--- src/rtl/spi_pkg.sv ---
// Shared SPI types and helpers used by both the SPI master and the SPI slave core.
package spi_pkg;

  localparam int SPI_DATA_W = 8;
  localparam int SPI_CNT_W  = 3;

  // Index of the last bit in a frame; the bit counter wraps after it.
  localparam logic [SPI_CNT_W-1:0] SPI_BIT_LAST = 3'd7;

  // {CPOL,CPHA}
  typedef enum logic [1:0] {
    MODE0 = 2'd0,
    MODE1 = 2'd1,
    MODE2 = 2'd2,
    MODE3 = 2'd3
  } spi_mode_t;

  typedef enum logic [1:0] {
    IDLE  = 2'd0,
    LOAD  = 2'd1,
    SHIFT = 2'd2
  } spi_state_t;

  // Idle level of SCK for a mode.
  function automatic logic mode_cpol(input spi_mode_t m);
    logic [1:0] b;
    b = m;
    return b[1];
  endfunction

  // Clock phase of a mode: 1 means data is launched on the leading edge.
  function automatic logic mode_cpha(input spi_mode_t m);
    logic [1:0] b;
    b = m;
    return b[0];
  endfunction

endpackage

--- src/rtl/spi_s_sync.sv ---
// Pin synchronizer with a delayed copy and registered rise/fall pulses.
// The level and the edge pulses are aligned: both reflect the pin after
// SYNC_STAGES+1 clock edges.
module spi_s_sync #(
  parameter int SYNC_STAGES = 2
) (
  input  logic clock,
  input  logic reset,
  input  logic rst_val,
  input  logic din,
  output logic level,
  output logic rise,
  output logic fall
);

  logic [SYNC_STAGES-1:0] chain_r;
  logic                   last_r;
  logic                   rise_r;
  logic                   fall_r;

  // Shift the pin through the synchronizer and register edge pulses against the delayed copy
  always_ff @(posedge clock) begin
    if (reset) begin
      chain_r <= {SYNC_STAGES{rst_val}};
      last_r  <= rst_val;
      rise_r  <= 1'b0;
      fall_r  <= 1'b0;
    end else begin
      chain_r <= {chain_r[SYNC_STAGES-2:0], din};
      last_r  <= chain_r[SYNC_STAGES-1];
      rise_r  <= chain_r[SYNC_STAGES-1] & ~last_r;
      fall_r  <= ~chain_r[SYNC_STAGES-1] & last_r;
    end
  end

  assign level = last_r;
  assign rise  = rise_r;
  assign fall  = fall_r;

endmodule

--- src/rtl/spi_s_core.sv ---
// SPI slave engine: oversamples CS/SCK/MOSI in the system clock domain,
// supports all four CPOL/CPHA modes with 8-bit MSB-first frames, and
// exchanges bytes with the local side through valid/ready handshakes.
module spi_s_core
  import spi_pkg::*;
#(
  parameter int                    SYNC_STAGES = 2,
  parameter logic [SPI_DATA_W-1:0] IDLE_TX     = 8'hFF
) (
  input  logic                  clock,
  input  logic                  reset,
  input  logic [1:0]            spi_mode,
  input  logic                  cs_n,
  input  logic                  sck,
  input  logic                  mosi,
  output logic                  miso,
  output logic                  miso_oe,
  output logic [SPI_DATA_W-1:0] rx_data,
  output logic                  rx_valid,
  input  logic                  rx_ready,
  input  logic [SPI_DATA_W-1:0] tx_data,
  input  logic                  tx_valid,
  output logic                  tx_ready,
  output logic                  busy,
  output logic                  overrun,
  output logic                  underrun,
  output logic                  frame_abort
);

  // After reset the synchronizers flush from their reset values; a CS fall
  // seen during that window belongs to a frame already in progress and is
  // ignored so the slave waits for the next genuine CS fall.
  localparam int SETTLE_W = $clog2(SYNC_STAGES + 3);
  localparam logic [SETTLE_W-1:0] SETTLE_LAST = SETTLE_W'(SYNC_STAGES + 2);
  localparam logic [SETTLE_W-1:0] SETTLE_ONE  = SETTLE_W'(1);

  logic cs_level_s, cs_rise_s, cs_fall_s;
  logic sck_level_s, sck_rise_s, sck_fall_s;
  logic mosi_s, mosi_rise_s, mosi_fall_s;
  logic unused_s;

  spi_state_t state_r, nx_state_s;

  spi_mode_t             mode_r, nx_mode_s;
  logic [SPI_DATA_W-1:0] shift_tx_r, nx_shift_tx_s;
  logic [SPI_DATA_W-1:0] shift_rx_r, nx_shift_rx_s;
  logic [SPI_CNT_W-1:0]  bit_cnt_r, nx_bit_cnt_s;
  logic                  skip_r, nx_skip_s;
  logic                  reload_r, nx_reload_s;
  logic [SPI_DATA_W-1:0] hold_r, nx_hold_s;
  logic                  hold_full_r, nx_hold_full_s;
  logic [SPI_DATA_W-1:0] rx_data_r, nx_rx_data_s;
  logic                  rx_valid_r, nx_rx_valid_s;
  logic                  overrun_r, nx_overrun_s;
  logic                  underrun_r, nx_underrun_s;
  logic                  abort_r, nx_abort_s;
  logic                  miso_r, nx_miso_s;
  logic                  miso_oe_r;
  logic                  busy_r;
  logic                  tx_ready_r;
  logic [SETTLE_W-1:0]   settle_r;
  logic                  settled_s;

  logic                  cpol_s, cpha_s;
  logic                  lead_s, trail_s, sample_s, shout_s;
  logic                  byte_done_s, tx_load_s;
  logic [SPI_DATA_W-1:0] rx_byte_s, tx_word_s;

  spi_s_sync #(.SYNC_STAGES(SYNC_STAGES)) u_sync_cs (
    .clock(clock), .reset(reset), .rst_val(1'b1), .din(cs_n),
    .level(cs_level_s), .rise(cs_rise_s), .fall(cs_fall_s)
  );

  spi_s_sync #(.SYNC_STAGES(SYNC_STAGES)) u_sync_sck (
    .clock(clock), .reset(reset), .rst_val(spi_mode[1]), .din(sck),
    .level(sck_level_s), .rise(sck_rise_s), .fall(sck_fall_s)
  );

  spi_s_sync #(.SYNC_STAGES(SYNC_STAGES)) u_sync_mosi (
    .clock(clock), .reset(reset), .rst_val(1'b0), .din(mosi),
    .level(mosi_s), .rise(mosi_rise_s), .fall(mosi_fall_s)
  );

  // Only edges of CS/SCK and the level of MOSI carry meaning here.
  assign unused_s  = ^{cs_level_s, sck_level_s, mosi_rise_s, mosi_fall_s};
  assign settled_s = (settle_r == SETTLE_LAST);

  // Map raw SCK edges onto leading/trailing and then onto sample/shift-out roles
  always_comb begin
    cpol_s = mode_cpol(mode_r);
    cpha_s = mode_cpha(mode_r);
    if (cpol_s) begin
      lead_s  = sck_fall_s;
      trail_s = sck_rise_s;
    end else begin
      lead_s  = sck_rise_s;
      trail_s = sck_fall_s;
    end
    if (cpha_s) begin
      sample_s = trail_s;
      shout_s  = lead_s;
    end else begin
      sample_s = lead_s;
      shout_s  = trail_s;
    end
  end

  // FSM state register
  always_ff @(posedge clock) begin
    if (reset) begin
      state_r <= IDLE;
    end else begin
      state_r <= nx_state_s;
    end
  end

  // FSM next state: CS fall starts a frame, CS rise ends it from any state
  always_comb begin
    nx_state_s = state_r;
    if (cs_rise_s) begin
      nx_state_s = IDLE;
    end else begin
      case (state_r)
        IDLE: begin
          if (cs_fall_s && settled_s) begin
            nx_state_s = LOAD;
          end else begin
            nx_state_s = IDLE;
          end
        end
        LOAD:    nx_state_s = SHIFT;
        SHIFT:   nx_state_s = SHIFT;
        default: nx_state_s = IDLE;
      endcase
    end
  end

  // Datapath next values: shift registers, bit counter, TX holding register and RX output
  always_comb begin
    nx_mode_s      = mode_r;
    nx_shift_tx_s  = shift_tx_r;
    nx_shift_rx_s  = shift_rx_r;
    nx_bit_cnt_s   = bit_cnt_r;
    nx_skip_s      = skip_r;
    nx_reload_s    = reload_r;
    nx_hold_s      = hold_r;
    nx_hold_full_s = hold_full_r;
    nx_rx_data_s   = rx_data_r;
    nx_rx_valid_s  = rx_valid_r;
    nx_overrun_s   = 1'b0;
    nx_underrun_s  = 1'b0;
    nx_abort_s     = 1'b0;
    nx_miso_s      = 1'b1;
    byte_done_s    = 1'b0;
    tx_load_s      = 1'b0;
    rx_byte_s      = {shift_rx_r[SPI_DATA_W-2:0], mosi_s};
    tx_word_s      = hold_full_r ? hold_r : IDLE_TX;

    if (cs_rise_s) begin
      // Deselect: a partially received byte is thrown away.
      if (bit_cnt_r != 3'd0) begin
        nx_abort_s = 1'b1;
      end else begin
        nx_abort_s = 1'b0;
      end
      nx_bit_cnt_s = 3'd0;
      nx_reload_s  = 1'b0;
      nx_skip_s    = 1'b0;
    end else begin
      case (state_r)
        IDLE: begin
          if (cs_fall_s && settled_s) begin
            nx_mode_s = spi_mode_t'(spi_mode);
          end else begin
            nx_mode_s = mode_r;
          end
        end
        LOAD: begin
          tx_load_s    = 1'b1;
          nx_bit_cnt_s = 3'd0;
          nx_reload_s  = 1'b0;
          // With CPHA=1 the MSB is already on MISO, so the first leading edge must not shift.
          nx_skip_s    = cpha_s;
        end
        SHIFT: begin
          if (sample_s) begin
            nx_shift_rx_s = rx_byte_s;
            nx_bit_cnt_s  = bit_cnt_r + 3'd1;
            if (bit_cnt_r == SPI_BIT_LAST) begin
              byte_done_s = 1'b1;
              nx_reload_s = 1'b1;
            end else begin
              byte_done_s = 1'b0;
            end
          end else if (shout_s) begin
            if (skip_r) begin
              nx_skip_s = 1'b0;
            end else if (reload_r) begin
              // First shift-out edge after a completed byte presents the next byte's MSB.
              tx_load_s   = 1'b1;
              nx_reload_s = 1'b0;
            end else begin
              nx_shift_tx_s = {shift_tx_r[SPI_DATA_W-2:0], 1'b0};
            end
          end else begin
            nx_shift_rx_s = shift_rx_r;
          end
        end
        default: begin
          nx_bit_cnt_s = 3'd0;
        end
      endcase
    end

    // TX holding register: freed by a load into shift_tx, refilled by the handshake.
    if (tx_load_s) begin
      nx_shift_tx_s  = tx_word_s;
      nx_underrun_s  = ~hold_full_r;
      nx_hold_full_s = 1'b0;
    end else if (tx_valid && tx_ready_r) begin
      nx_hold_s      = tx_data;
      nx_hold_full_s = 1'b1;
    end else begin
      nx_hold_full_s = hold_full_r;
    end

    // RX output: an unconsumed byte is never overwritten.
    if (byte_done_s) begin
      if (!rx_valid_r || rx_ready) begin
        nx_rx_data_s  = rx_byte_s;
        nx_rx_valid_s = 1'b1;
      end else begin
        nx_overrun_s = 1'b1;
      end
    end else if (rx_valid_r && rx_ready) begin
      nx_rx_valid_s = 1'b0;
    end else begin
      nx_rx_valid_s = rx_valid_r;
    end

    // MISO follows the next shift_tx MSB so it moves in the same cycle shift_tx does.
    if (nx_state_s == SHIFT) begin
      nx_miso_s = nx_shift_tx_s[SPI_DATA_W-1];
    end else begin
      nx_miso_s = 1'b1;
    end
  end

  // Datapath and output registers
  always_ff @(posedge clock) begin
    if (reset) begin
      mode_r      <= MODE0;
      shift_tx_r  <= 8'h00;
      shift_rx_r  <= 8'h00;
      bit_cnt_r   <= 3'd0;
      skip_r      <= 1'b0;
      reload_r    <= 1'b0;
      hold_r      <= 8'h00;
      hold_full_r <= 1'b0;
      rx_data_r   <= 8'h00;
      rx_valid_r  <= 1'b0;
      overrun_r   <= 1'b0;
      underrun_r  <= 1'b0;
      abort_r     <= 1'b0;
      miso_r      <= 1'b1;
      miso_oe_r   <= 1'b0;
      busy_r      <= 1'b0;
      tx_ready_r  <= 1'b1;
      settle_r    <= '0;
    end else begin
      mode_r      <= nx_mode_s;
      shift_tx_r  <= nx_shift_tx_s;
      shift_rx_r  <= nx_shift_rx_s;
      bit_cnt_r   <= nx_bit_cnt_s;
      skip_r      <= nx_skip_s;
      reload_r    <= nx_reload_s;
      hold_r      <= nx_hold_s;
      hold_full_r <= nx_hold_full_s;
      rx_data_r   <= nx_rx_data_s;
      rx_valid_r  <= nx_rx_valid_s;
      overrun_r   <= nx_overrun_s;
      underrun_r  <= nx_underrun_s;
      abort_r     <= nx_abort_s;
      miso_r      <= nx_miso_s;
      miso_oe_r   <= (nx_state_s != IDLE);
      busy_r      <= (nx_state_s != IDLE);
      tx_ready_r  <= ~nx_hold_full_s;
      if (!settled_s) begin
        settle_r <= settle_r + SETTLE_ONE;
      end else begin
        settle_r <= settle_r;
      end
    end
  end

  assign miso        = miso_r;
  assign miso_oe     = miso_oe_r;
  assign rx_data     = rx_data_r;
  assign rx_valid    = rx_valid_r;
  assign tx_ready    = tx_ready_r;
  assign busy        = busy_r;
  assign overrun     = overrun_r;
  assign underrun    = underrun_r;
  assign frame_abort = abort_r;

endmodule

--- config.mk ---
export PLATFORM = sky130hd
export DESIGN_NAME = spi_s_core
export DESIGN_NICKNAME = d
export VERILOG_FILES = /design/src/rtl/spi_pkg.sv /design/src/rtl/spi_s_sync.sv /design/src/rtl/spi_s_core.sv
export SDC_FILE = /design/constraint.sdc
export NUM_CORES = 1
export LEC_CHECK = 0
export ABC_AREA = 0
export CORE_ASPECT_RATIO = 1.4
export CORE_MARGIN = 2
export CORE_UTILIZATION = 25
export CTS_BUF_LIST = sky130_fd_sc_hd__clkbuf_2 sky130_fd_sc_hd__clkbuf_4 sky130_fd_sc_hd__clkbuf_8
export CTS_CLUSTER_DIAMETER = 80
export DETAILED_ROUTE_END_ITERATION = 10
export PLACE_DENSITY = 0.52
export SYNTH_ARGS = -nofsm -noshare
export SYNTH_HDL_FRONTEND = slang
export SYNTH_SLANG_ARGS = --single-unit
--- constraint.sdc ---
create_clock -name clock -period 3.74 [get_ports clock]
set_input_delay 0.748 -clock clock [delete_from_list [all_inputs] [get_ports clock]]
set_output_delay 0.748 -clock clock [all_outputs]
set_load 0.01 [all_outputs]
==> metrics, run 1 <==
status=finished, final reports clean; met2 usage=between 10% and 20%; CTS tree=done; fmax=0.427 GHz; Yosys Warn Count=0; Post-Synthesis Cell Area=roughly 2600 sq um; vias per cell=~4.3; register area share after synthesis=around 50%; Core ar.=9950 sq um; crit path capture type=flip-flop; mux contribution to synthesized area=14.3%; Rows=43; CTS Sinks=64; Root Buffer=clkbuf_8; CTS H-tree depth=3; Area growth syn-to-layout=23.2%; Post-route DRC=0; Final GP Congestion=between 0.7 and 0.8; WS Path Type=reg -> reg; pwr dens=411 nW/um^2; post-synthesis compound-gate area fraction=around 6.9%; M1 GR Usage=between 10% and 20%; fillcell total=slightly above 1000; CP cell instances=inv_1 -> ha_1 -> and4bb_2 -> mux2i_1 -> or3_1 -> mux2_4 -> a211o_1; RSZ-0062 raised after global routing=false; Critical Path Start Type=flip-flop; slowest cell on the critical path=or3_1; main combinational cell family by area after synthesis=simple AND/OR/NAND/NOR gates; Synth Net Count=roughly 280; met3 usage=approximately 3.2%; CP peak stage delay=~0.45 ns; final number of setup-violating endpoints=0; Pre-antenna DRT Iters=6; CTS Buf Count=9; Hold Path Class=reg -> reg; IO Pins=33; Post-Layout Cell Count=roughly 420; HPWL Detailed=3380 microns; share of cells above drive strength 1=around a tenth; n_diodes=0; Max Root-Sink Buffers=2; final setup TNS=0 ns; simple-gate share of the synthesized area=a little under a fifth; XOR/XNOR Fraction of Synth Area=0.978%; cell leakage power=between 1 and 1.5 nW; Worst Path Buf+Inv=1; post-synthesis average cell area=10.0 sq um; Hold-fix buffers, CTS=0; die area=between 10000 and 15000 sq um; CP Max Fanout=9; cells after synthesis=~260; Final #Nets=311; first-pass GRT wire length=~8100 microns; routed wire length=~4900 microns; CTS clock-pin slew for the worst setup and hold paths=approximately 0.060 ns; actual slew at the worst max-slew pin=0.756 ns; CP top delay family=simple AND/OR/NAND/NOR gates; Most Crowded Layer GR=met2; CTS resizes=0; total power=about 0.0013 W; Critical Path RT=just under 4 ns; hold slack=between 0.4 and 0.5 ns; Clock Skews=about 0.005 ns; grt total ovfl=0; Peak VDD IR=around 0.14 mV; largest net degree at the start of global routing=just over 40; crit path time final=between 2 and 2.5 ns; PortBufs=32; Yosys cell types=36; chip height=124 microns; antenna violations before repair=0; initial core utilization=25.7%; Fin. Hold Viols=0; Yosys reg bits=between 60 and 70; area share of fa/ha/maj cells after synthesis=approximately 4.4%; Final Cycle Share=62.6%; ANT nets after route=0; max-slew violation count=0; relative slew slack=49.3%; Post-CTS Setup Inserts=0; max cap viols=0; 1st-iter DRT viols=56; Tot GR Track Use=between 9 and 10%; WP data arrival=between 2 and 3 ns; Via Count=roughly 1800; clk_lat worst skew=~0.33 ns; Die Wd=89.5 microns; cell count after placement=~410; number of global-route vias before repair=between 1500 and 2000; WL/cell=11.5 microns
==> cells in the final DEF, fill, tap and decap left out, drive strengths merged <==
master and n:
nor3 13, o31ai 1, a32oi 1, clkdlybuf4s50 31
clkinv 2, o21a 1, o211ai 1, nor2b 5
nor3b 12, mux2i 35, a21o 1, a21oi 6
clkbuf 13, a211o 1, mux2 1, a22oi 2
nand3 1, nor4 1, buf 2, or2 4
nand2b 2, and3b 1, or3 2, and2 1
o21ai 4, and4bb 2, a211oi 8, xnor2 2
nand2 12, inv 12, ha 9, nor2 35
dfxtp 64
==> metrics by stage <==
step | util, % | cell area, sq um | setup WS [ns]
after floorplan | - | 2560 | 1.71
after global routing | 31.7 | 3150 | 1.29
after CTS | 31.7 | 3150 | 1.34
after detailed placement | 30.0 | 2990 | 1.26
after global placement | 30.0 | 2990 | 1.29
final | 31.7 | 3150 | 1.40
==> layer usage <==
layer  share of wire, %  vias up
li1                   -      923
met1                 44      837
met2                 48       33
met3                4.1       12
met4                3.7        0
met5                  0        -
==> synthesized netlist by cell type, drive strengths merged <==
cell | instances | area (sq um)
dfxtp | 64 | 1280
mux2i | 35 | 350
nor2 | 35 | 131
nor3 | 13 | 70.1
inv | 12 | 45.0
nand2 | 12 | 45.0
nor3b | 12 | 90.1
clkbuf | 11 | 41.3
ha | 9 | 113
a211oi | 8 | 60.1
a21oi | 6 | 30.0
nor2b | 5 | 31.3
o21ai | 4 | 20.0
or2 | 4 | 25.0
buf | 3 | 22.5
a22oi | 2 | 15.0
and4bb | 2 | 25.0
nand2b | 2 | 12.5
or3 | 2 | 12.5
xnor2 | 2 | 25.0
a211o | 1 | 8.76
a21o | 1 | 7.51
a32oi | 1 | 8.76
and2 | 1 | 6.26
and3b | 1 | 10.0
clkinv | 1 | 3.75
mux2 | 1 | 15.0
nand3 | 1 | 5.00
nor4 | 1 | 21.3
o211ai | 1 | 12.5
o21a | 1 | 7.51
o31ai | 1 | 7.51
==> cells by family after synthesis <==
kind of cell / Yosys count
fa+ha+maj: 9
mux: 36
simple gates: 91
xor+xnor: 2
flops: 64
compound gates: 26
buf+inv: 27
==> area by class of cell <==
type / instances / area [sq um] / share of cell area, %
clock buffer: 13 / 160 / 5.08
clock inverter: 1 / 5.00 / 0.159
tap: 135 / 169 / 5.36
inverter: 13 / 48.8 / 1.55
sequential: 64 / 1280 / 40.6
timing repair buffer: 33 / 323 / 10.2
multi-input combinational: 164 / 1170 / 37.0
==> registers in the layout (all words and copies together) (netlist names), 2 cells and up <==
register and count:
u_sync_cs.chain_r 2, shift_tx_r 8, state_r 2, mode_r 2, u_sync_sck.chain_r 2, settle_r 3
rx_data 8, shift_rx_r 7, hold_r 8, bit_cnt_r 3, u_sync_mosi.chain_r 2
==> power by group <==
part	leakage (nW)	internal (W)	switching [W]
Clock	0.0896	0.000273	0.000235
Sequential	0.521	0.000701	0.0000142
Combinational	0.620	0.0000393	0.0000354
==> final timing paths <==
kind / startpoint / to / slack, ns / depth (start not counted)
setup reg to reg: state_r[0] / miso / 1.40 / 7
hold reg to reg: u_sync_sck.level / u_sync_sck.rise / 0.41 / 1
hold / removal: u_sync_sck.level / u_sync_sck.rise / 0.41 / 1
setup / recovery: state_r[0] / miso / 1.40 / 7
Power figures use the tool's default switching activity.
==> inputs of run 2 (changes only) <==
Clock period 3.74 ns to 2.2 ns, I/O delays scaled along.
==> metrics, run 2 (synthesis results as in run 1) <==
Critical Path Start Type=flip-flop; combinational share of power=about 5%; final setup TNS=0 ns; r2r startpoint=state_r[0]; fillcell total=around 1100; Area growth syn-to-layout=28.7%; most frequent cells in the layout=dfxtp_1, mux2i_1, nor2_1; Sw Ratio=roughly a fifth; Via Count=between 1500 and 2000; Hold Path Depth=2; Final GP Congestion=just under 0.8; PortBufs=32; critical path startpoint=state_r[0]; clk_lat worst skew=approximately 0.35 ns; largest net degree at the start of global routing=30; Net Switching=roughly 0.00054 W; share of cells above drive strength 1=12.5%; relative slew slack=between 60% and 70%; CP peak stage delay=approximately 0.37 ns; Hold Crit Start=reset; crit path capture type=flip-flop; ANT nets after route=0; routed wire length=around 5000 microns; Rows=43; first-pass GRT wire length=~8300 microns; chip height=124 microns; WS Path Type=reg -> reg; Max Root-Sink Buffers=2; dpl cell area=~3000 sq um; CP cell instances=inv_1 -> ha_1 -> and4bb_2 -> mux2i_1 -> or3_1 -> mux2_4 -> a211o_1; vias per cell=4.21; die area=11100 sq um; Worst Path Buf+Inv=1; CTS resizes=0; Flop pwr share=between 40% and 50%; Critical Path RT=2.44 ns; CTS Sinks=64; internal power=around 0.0021 W; actual slew at the worst max-slew pin=0.559 ns; antenna violations before repair=0; hold slack=roughly 0.32 ns; WL/cell=11.5 microns; Fin. Hold Viols=0; Post-CTS Setup Inserts=0; Final #Nets=between 300 and 400; max cap viols=0; R2R Setup Slk=0.17 ns; Root Buffer=clkbuf_8; Worst R2R Path Depth=7; Final Util=about 33%; commonest non-fill, non-tap cell in the layout=dfxtp_1; RSZ-0062 raised after global routing=false; pwr dens=a little under 800 nW/um^2; n_diodes=0; number of global-route vias before repair=between 1500 and 2000; Core ar.=approximately 10000 sq um; Pre-antenna DRT Iters=3; 1st-iter DRT viols=91; HPWL Detailed=between 3000 and 4000 microns; CP Max Fanout=4; worst r2r dst=miso; final instance area=roughly 3300 sq um; fmax=about 0.5 GHz; CTS Buf Count=9; CTS tree=done; Sequential cell area=around 1300 sq um; Hold-fix buffers, CTS=0; Peak VDD IR=between 0.2 and 0.3 mV; status=finished, final reports clean; cell leakage power=~1.3 nW; Clock Skews=around 0.0083 ns; grt total ovfl=0; crit path time final=2.03 ns; final number of setup-violating endpoints=0; WP data arrival=roughly 2.3 ns; Tot GR Track Use=10.1%; max-slew violation count=0; slowest cell on the critical path=dfxtp_1; Final Cycle Share=between 90 and 100%; Clock power frac=48.6%; initial core utilization=approximately 26%; CTS H-tree depth=3; area of the multi-input gates=approximately 1200 sq um; hold path endpoint=state_r[0]; Die Wd=~90 microns; CP top delay family=multiplexers; CTS clock-pin slew for the worst setup and hold paths=0.07 ns; Post-route DRC=0; IO Pins=33; Hold Path Class=in -> reg
[run 2: worst max-delay path by stage]
stage          endpoint  slack (ns)  cells after the start
6_report           miso        0.17                      7
5_1_grt            miso        0.03                      7
4_1_cts            miso        0.16                      7
3_5_place_dp       miso        0.16                      7
3_3_place_gp       miso        0.22                      7
2_1_floorplan      miso        0.17                      8
[run 2: per-layer routing]
metal	track usage [%]	part of all wire, %	up-vias
li1	-	-	942
met1	12.3	45	848
met2	15.1	48	24
met3	3.78	3.7	6
met4	5.88	2.5	0
met5	0	0	-
[run 2: worst register-to-register path, stage by stage, from the launching register on]
cell	delay, ns
dfxtp_1	0.37
inv_1	0.07
ha_1	0.24
and4bb_2	0.24
mux2i_1	0.24
or3_1	0.19
mux2_4	0.30
a211o_1	0.28
[run 2: power by group through the flow]
| stage | combinational [W] | clock [W] | sequential (W) |
|---|---|---|---|
| 6_report | 0.000131 | 0.00127 | 0.00122 |
| 5_1_grt | 0.000147 | 0.00137 | 0.00122 |
| 4_1_cts | 0.000135 | 0.00131 | 0.00122 |
| 3_5_place_dp | 0.000134 | 0 | 0.00124 |
| 3_3_place_gp | 0.000130 | 0 | 0.00124 |
| 2_1_floorplan | 0.0000839 | 0 | 0.00123 |
[run 2: cell type report]
cell class	instances	area share, %
timing repair buffer	40	11.4
clock buffer	11	4.60
tap	135	5.13
multi-input combinational	164	35.4
inverter	13	1.48
clock inverter	5	3.11
sequential	64	38.9
[run 2: through the flow]
step,setup WS (ns),instances,total power [W]
after floorplan,0.172,255,0.00132
after global placement,0.215,416,0.00137
after detailed placement,0.159,416,0.00138
after CTS,0.160,432,0.00266
after global routing,0.0335,432,0.00274
final,0.170,432,0.00262
==> inputs of run 3 (changes only) <==
Settings changed: CORE_MARGIN 2 to not set.
==> metrics, run 3 (synthesis results as in run 1) <==
area of the multi-input gates=approximately 1200 sq um; chip height=122 microns; die area=10700 sq um; CTS Buf Count=9; Hold Crit Start=u_sync_sck.level; Tot GR Track Use=10.1%; r2r startpoint=state_r[0]; Die Wd=between 80 and 90 microns; Hold Path Class=reg -> reg; Flop pwr share=a little under 50%; PortBufs=32; CP Max Fanout=4; CTS resizes=0; Rows=43; grt total ovfl=0; routed wire length=~4700 microns; Pre-antenna DRT Iters=3; Post-CTS Setup Inserts=0; pwr dens=between 700 and 800 nW/um^2; number of global-route vias before repair=around 1800; actual slew at the worst max-slew pin=around 0.75 ns; final number of setup-violating endpoints=0; CTS Sinks=64; WL/cell=10.9 microns; antenna violations before repair=0; n_diodes=0; Area growth syn-to-layout=27.9%; HPWL Detailed=around 3300 microns; Final GP Congestion=roughly 0.7; final setup TNS=0 ns; Peak VDD IR=between 0.3 and 0.4 mV; commonest non-fill, non-tap cell in the layout=dfxtp_1; vias per cell=around 4.3; Final #Nets=318; Critical Path RT=2.44 ns; Clock power frac=a little under half; initial core utilization=25.7%; Post-Layout Cell Count=approximately 430; worst r2r dst=miso; IO Pins=33; CTS tree=done; WS Path Type=reg -> reg; Net Switching=about 0.00053 W; combinational share of power=under 10%; max cap viols=0; Critical Path Start Type=flip-flop; internal power=0.00193 W; Final Cycle Share=92.8%; crit path capture type=flip-flop; share of cells above drive strength 1=between 10% and 20%; R2R Setup Slk=approximately 0.16 ns; 1st-iter DRT viols=85; Clock Skews=about 0.0069 ns; Sw Ratio=between 20% and 30%; Via Count=1836; Hold-fix buffers, CTS=0; Root Buffer=clkbuf_8; fmax=0.490 GHz; RSZ-0062 raised after global routing=false; Post-route DRC=0; Worst R2R Path Depth=7; crit path time final=roughly 2.0 ns; Max Root-Sink Buffers=2; most frequent cells in the layout=dfxtp_1, mux2i_1, nor2_1; relative slew slack=between 50 and 60%; status=finished, final reports clean; largest net degree at the start of global routing=48; Fin. Hold Viols=0; CTS clock-pin slew for the worst setup and hold paths=0.07 ns; Core ar.=roughly 10000 sq um; Sequential cell area=roughly 1300 sq um; fillcell total=~1000; first-pass GRT wire length=between 8000 and 9000 microns; max-slew violation count=0; hold path endpoint=u_sync_sck.rise; cell leakage power=~1.3 nW; cell count after placement=around 420; WP data arrival=~2.3 ns; clk_lat worst skew=0.34 ns; CTS H-tree depth=3; ANT nets after route=0; Hold Path Depth=1
[run 3: worst max-delay path: stages, from the launching register on]
cell and delay (ns):
dfxtp_1 0.37, inv_1 0.08, ha_1 0.24, and4bb_2 0.23
mux2i_1 0.26, or3_1 0.19, mux2_4 0.30, a211o_1 0.28
[run 3: worst max path at each step]
stage	from	endpoint	slack, ns	cells past startpoint
after CTS	state_r[0]	miso	0.16	7
after floorplan	state_r[0]	miso	0.17	8
after detailed placement	state_r[0]	miso	0.17	7
after global placement	state_r[0]	miso	0.22	7
final	state_r[0]	miso	0.16	7
after global routing	state_r[0]	shift_tx_r[3]	0.05	8
[run 3: through the flow]
step	utilization, %	total power, W	hold WS [ns]	setup WS [ns]	area, sq um
global placement	30.7	0.00137	0.387	0.224	3050
detailed placement	30.7	0.00138	0.393	0.166	3050
global route	32.9	0.00257	0.426	0.0464	3270
floorplan	-	0.00132	0.384	0.172	2560
CTS	32.9	0.00250	0.406	0.162	3270
finish	32.9	0.00245	0.405	0.159	3270
[run 3: final cells by class]
| cell class | instances | share of cell area [%] |
|---|---|---|
| tap | 135 | 5.16 |
| timing repair buffer | 40 | 11.9 |
| multi-input combinational | 164 | 35.6 |
| clock inverter | 5 | 2.48 |
| inverter | 13 | 1.49 |
| clock buffer | 11 | 4.24 |
| sequential | 64 | 39.1 |
[run 3: power by group through the flow]
stage	Combinational [W]	Clock, W	Sequential, W
after floorplan	0.0000839	0	0.00123
after global routing	0.000149	0.00120	0.00122
after global placement	0.000131	0	0.00124
after detailed placement	0.000133	0	0.00124
after CTS	0.000134	0.00115	0.00121
final	0.000131	0.00111	0.00121
[run 3: per-layer routing]
metal | track usage (%) | vias up | wire length [microns]
met5 | 0 | - | 0
met4 | 8.61 | 0 | 184
met3 | 2.64 | 10 | 107
met2 | 16.1 | 23 | 2330
met1 | 11.1 | 860 | 2080
li1 | - | 943 | -
